==> config.mk <==
export PLATFORM = sky130hd
export DESIGN_NAME = fir_scan_rx
export DESIGN_NICKNAME = d
export VERILOG_FILES = /design/src/rtl/fir_scan_rx.sv
export SDC_FILE = /design/constraint.sdc
export NUM_CORES = 1
export LEC_CHECK = 0
export ABC_AREA = 1
export CAP_MARGIN = 20
export CORE_MARGIN = 5
export CORE_UTILIZATION = 25
export DETAILED_ROUTE_END_ITERATION = 10
export DONT_BUFFER_PORTS = 1
export GPL_ROUTABILITY_DRIVEN = 0
export SYNTH_ARGS = -nofsm -noshare
export SYNTH_HDL_FRONTEND = slang
export SYNTH_SLANG_ARGS = --single-unit
export TNS_END_PERCENT = 1
==> constraint.sdc <==
create_clock -name clk -period 3.51 [get_ports clk]
set_clock_uncertainty 0.05 [all_clocks]
set_input_delay 0.351 -clock clk [delete_from_list [all_inputs] [get_ports clk]]
set_output_delay 0.351 -clock clk [all_outputs]
set_load 0.02 [all_outputs]
==> src/rtl/fir_scan_rx.sv <==
// fir_scan_rx: deserializes the FIR weight/sample scan streams into tap-tagged words
// and buffers them in a small fall-through FIFO with sticky overflow/sign-extension flags.
module fir_scan_rx #(
  parameter int TAPS  = 256,
  parameter int M     = 8,
  parameter int DEPTH = 4
) (
  input  logic                   clk,
  input  logic                   rst_n,
  input  logic                   clr_i,
  input  logic                   scan_en_i,
  input  logic                   scan_in_x_i,
  input  logic                   scan_in_w_i,
  output logic                   out_valid_o,
  input  logic                   out_ready_i,
  output logic [15:0]            out_x_o,
  output logic [25:0]            out_w_o,
  output logic [M-1:0]           out_tap_o,
  output logic                   frame_done_o,
  output logic                   overflow_o,
  output logic                   sext_err_o,
  output logic [$clog2(DEPTH):0] fifo_level_o
);
  localparam int AW = $clog2(DEPTH);
  localparam logic [M-1:0] TAP_TOP = M'(TAPS - 1);

  logic          scan_en_q;
  logic [4:0]    bcnt_q, bcnt_d;
  logic [25:0]   sr_x_q, sr_w_q, word_x, word_w;
  logic [M-1:0]  tap_cnt_q, tap_cnt_d;
  logic [AW-1:0] wr_ptr_q, rd_ptr_q, rd_nxt;
  logic [AW:0]   level_q, level_d;
  logic [15:0]   head_x_q;
  logic [25:0]   head_w_q;
  logic [M-1:0]  head_tap_q;
  logic          frame_done_q, overflow_q, sext_err_q;
  logic          push, pop, full, wr, sext_bad;
  logic [15:0]   mem_x [DEPTH];
  logic [25:0]   mem_w [DEPTH];
  logic [M-1:0]  mem_tap [DEPTH];

  always_comb begin
    word_x    = {scan_in_x_i, sr_x_q[25:1]};
    word_w    = {scan_in_w_i, sr_w_q[25:1]};
    push      = scan_en_q && (bcnt_q == 5'd25);
    pop       = out_valid_o && out_ready_i;
    full      = level_q == (AW+1)'(DEPTH);
    wr        = push && (!full || pop);
    sext_bad  = word_x[25:15] != {11{word_x[25]}};
    rd_nxt    = rd_ptr_q + AW'(1);
    level_d   = level_q + (AW+1)'(wr) - (AW+1)'(pop);
    bcnt_d    = push ? 5'd0 : bcnt_q + 5'd1;
    tap_cnt_d = tap_cnt_q - M'(1);
  end

  always_ff @(posedge clk) begin
    if (wr) begin
      mem_x[wr_ptr_q]   <= word_x[15:0];
      mem_w[wr_ptr_q]   <= word_w;
      mem_tap[wr_ptr_q] <= tap_cnt_q;
    end
  end

  always_ff @(posedge clk or negedge rst_n) begin
    if (!rst_n) begin
      scan_en_q    <= 1'b0;
      bcnt_q       <= '0;
      sr_x_q       <= '0;
      sr_w_q       <= '0;
      tap_cnt_q    <= TAP_TOP;
      wr_ptr_q     <= '0;
      rd_ptr_q     <= '0;
      level_q      <= '0;
      head_x_q     <= '0;
      head_w_q     <= '0;
      head_tap_q   <= TAP_TOP;
      frame_done_q <= 1'b0;
      overflow_q   <= 1'b0;
      sext_err_q   <= 1'b0;
    end else begin
      scan_en_q <= scan_en_i;
      if (clr_i) begin
        bcnt_q       <= '0;
        sr_x_q       <= '0;
        sr_w_q       <= '0;
        tap_cnt_q    <= TAP_TOP;
        wr_ptr_q     <= '0;
        rd_ptr_q     <= '0;
        level_q      <= '0;
        head_x_q     <= '0;
        head_w_q     <= '0;
        head_tap_q   <= TAP_TOP;
        frame_done_q <= 1'b0;
        overflow_q   <= 1'b0;
        sext_err_q   <= 1'b0;
      end else begin
        if (scan_en_q) begin
          sr_x_q <= word_x;
          sr_w_q <= word_w;
          bcnt_q <= bcnt_d;
        end
        if (push) tap_cnt_q <= tap_cnt_d;
        frame_done_q <= push && (tap_cnt_q == '0);
        if (push && full && !pop) overflow_q <= 1'b1;
        if (push && sext_bad) sext_err_q <= 1'b1;
        if (wr) wr_ptr_q <= wr_ptr_q + AW'(1);
        if (pop) rd_ptr_q <= rd_nxt;
        level_q <= level_d;
        // Head register mirrors the FIFO entry at rd_ptr; a push into an emptying FIFO bypasses storage.
        if (pop && level_q > (AW+1)'(1)) begin
          head_x_q   <= mem_x[rd_nxt];
          head_w_q   <= mem_w[rd_nxt];
          head_tap_q <= mem_tap[rd_nxt];
        end else if (wr && (level_q == '0 || pop)) begin
          head_x_q   <= word_x[15:0];
          head_w_q   <= word_w;
          head_tap_q <= tap_cnt_q;
        end
      end
    end
  end

  assign out_valid_o  = level_q != '0;
  assign out_x_o      = head_x_q;
  assign out_w_o      = head_w_q;
  assign out_tap_o    = head_tap_q;
  assign frame_done_o = frame_done_q;
  assign overflow_o   = overflow_q;
  assign sext_err_o   = sext_err_q;
  assign fifo_level_o = level_q;
endmodule

==> metrics.txt <==
count of port buffers added during placement 0; most common cell after layout, fill and taps aside sky130_fd_sc_hd__nand2_1; TritonCTS Buffers 34; Final nets 1,416; count of synthesis-stage warnings from yosys 0; sequential area share after synthesis 65.5%; fraction of power consumed by the clock network 38.1%; area of the mapped netlist 13,900 um^2; source-to-sink clock delay at the later pin of the worst-skew pair 510 ps; routed len/inst 16.0 um; total setup violations reported at the end of the flow 0; largest net degree at the start of global routing 125; most frequent cells in the layout sky130_fd_sc_hd__nand2_1, sky130_fd_sc_hd__edfxtp_1, sky130_fd_sc_hd__inv_1; max-cap check violation count 0; Fin Hold WS 27.6 ps; Slew Viols, Final 0; post-cts repair resize count 0; kind of critical path reg -> reg; Post-DP HPWL 18.8 mm; first-pass GRT wire length 54.2 mm; Post-Syn Instances 1,403; full die area 60,500 um^2; Die Wd 246 um; Net Count, Synth 1,422; post-layout min period 2640 ps; class of the most critical hold timing path in -> reg; Cell Rows 86; switch share 28.8%; power share of the combinational group 17.8%; largest driver fanout on the critical path 33; post-detailed-route count of antenna-violating nets 0; number of global-route vias before repair 9,153; Clock Tree Root sky130_fd_sc_hd__clkbuf_16; Internal Pwr Total 6690 uW; H-tree level count 2; CTS sink cnt 324; drt via density 4.32; number of hold-repair buffers added at the cts stage 8; antenna violations before repair 1; clock tree from TritonCTS yes; unrepaired setup endpoints after global routing false; number of inserted diodes 0; maximum buffer depth of the clock tree 3; post-place setup slack 888 ps; worst vdd rail ir drop 476 uV; run status complete, no violations; Leakage 0.00682 uW; Worst-Margin Slew 1130 ps; upper clock frequency limit 379 MHz; post-layout total power 9390 uW; ratio of cells with drive above 1 in the final layout 8.16%; Worst EP required 3900 ps; number of different library cells in the post-synthesis netlist 33; arrival time reported for the critical path endpoint 3020 ps; starting density of the core 25.2%; final global-route overflow total 0; post-synthesis sequential element count 324; number of setup buffers added after CTS 0; combined global-route utilization of all metal layers 11.2%; slew margin rel. 24.8%; Flop pwr share 44.1%; final worst-path cycle share 75.1%; clock-pin slew on the worst setup and hold paths 60 ps; areal power density over the cells 591 nW/um^2; final worst slack 874 ps; vias 9,369; net switching power 2700 uW; Core ar. 55,200 um^2; DR pass1 iterations 5; kind of capture point of the worst setup path flop; Remaining DRCs 0; Avg Inst Size Synth 9.93 um^2; layout overhead on the synthesized area 14.1%; Fin. Hold Viols 0; starting DRC count in detailed routing 826; boundary pin count 64; vertical extent of the die 246 um; startpoint class of the critical path flop; Final Routed Wirelength 34.6 mm
## logic make-up after synthesis
logic type | count (synthesis) | share of synthesized area, %
xor+xnor | 3 | 0.189
mux | 1 | 0.0719
simple gates | 665 | 19.3
compound gates | 152 | 5.94
buf+inv | 246 | 7.82
fa+ha+maj | 12 | 1.13
flops | 324 | 65.5
## stage by stage
step,instance area [um^2],setup TNS [ps],cells,utilization [%]
after CTS,15900,0,2170,28.8
after detailed placement,14700,0,2101,26.6
final,15900,0,2170,28.8
after global placement,14700,0,2101,26.6
after global routing,15900,0,2170,28.8
after floorplan,13900,-32030,1403,-
## flip-flops by register name, summed over array words and instances (netlist names)
register and cells:
sext_err_o 1, mem_tap 32, mem_x 64, overflow_o 1, out_w_o 26, rd_ptr_q 2
wr_ptr_q 2, scan_en_q 1, out_tap_o 8, tap_cnt_q 8, bcnt_q 5, sr_w_q 25
frame_done_o 1, mem_w 104, out_x_o 16, fifo_level_o 3, sr_x_q 25
## final timing paths
check / startpoint / to / slack, ps / cells past startpoint
max: fifo_level_o[1] / out_tap_o[1] / 870 / 10
min: clr_i / bcnt_q[4] / 30 / 3
max reg2reg: fifo_level_o[1] / out_tap_o[1] / 870 / 10
min reg2reg: sr_w_q[24] / mem_w[0][23] / 450 / 0
max in group asynchronous: rst_n / out_w_o[18] / 2420 / 2
min in group asynchronous: rst_n / sr_x_q[11] / 400 / 2
## cells in the mapped netlist (all sizes together)
library cell,n,area [um^2]
edfxtp,200,6010
o22ai,51,319
a21oi,47,235
fa,1,20.0
ha,11,138
nor3,2,10.0
dfstp,16,420
nor2,111,424
nand4,2,12.5
nand3,77,415
clkbuf,27,101
nand2,472,1820
inv,178,676
dfrtp,108,2700
buf,41,313
o21ai,53,265
mux2i,1,10.0
o211ai,1,7.51
xor2,2,17.5
nor4,1,6.26
xnor2,1,8.76
## final cells by class
type / count / area, um^2
clock buffer: 50 / 962
clock inverter: 11 / 135
fill: 5626 / 39300
inverter: 178 / 676
multi-input combinational: 833 / 3740
sequential: 324 / 9130
tap: 748 / 936
timing repair buffer: 26 / 318
## power groups by stage
stage | sequential (uW) | clock [uW] | combinational, uW
2_1_floorplan | 4200 | 0 | 1280
3_3_place_gp | 4210 | 0 | 1630
3_5_place_dp | 4210 | 0 | 1630
4_1_cts | 4140 | 3660 | 1700
5_1_grt | 4140 | 3830 | 1920
6_report | 4140 | 3580 | 1670
## worst max-delay path, stage by stage (launching register included)
cell	delay [ps]
sky130_fd_sc_hd__dfrtp_1	500
sky130_fd_sc_hd__inv_2	120
sky130_fd_sc_hd__ha_1	150
sky130_fd_sc_hd__nand2_1	50
sky130_fd_sc_hd__nand2_1	110
sky130_fd_sc_hd__nand3_4	290
sky130_fd_sc_hd__buf_4	410
sky130_fd_sc_hd__nor2_1	520
sky130_fd_sc_hd__nand2_1	130
sky130_fd_sc_hd__nand3_1	130
sky130_fd_sc_hd__nand2_1	70
## metal layers
layer	part of all wire, %	up-vias	global-route usage [%]	routed length [um]
li1	-	4524	-	-
met1	45	4540	15.5	15600
met2	46	254	17.9	15900
met3	7.6	49	2.93	2640
met4	1.5	2	2.35	534
met5	0.020	-	0	7
Note: power is estimated with default switching activity, not from simulation.
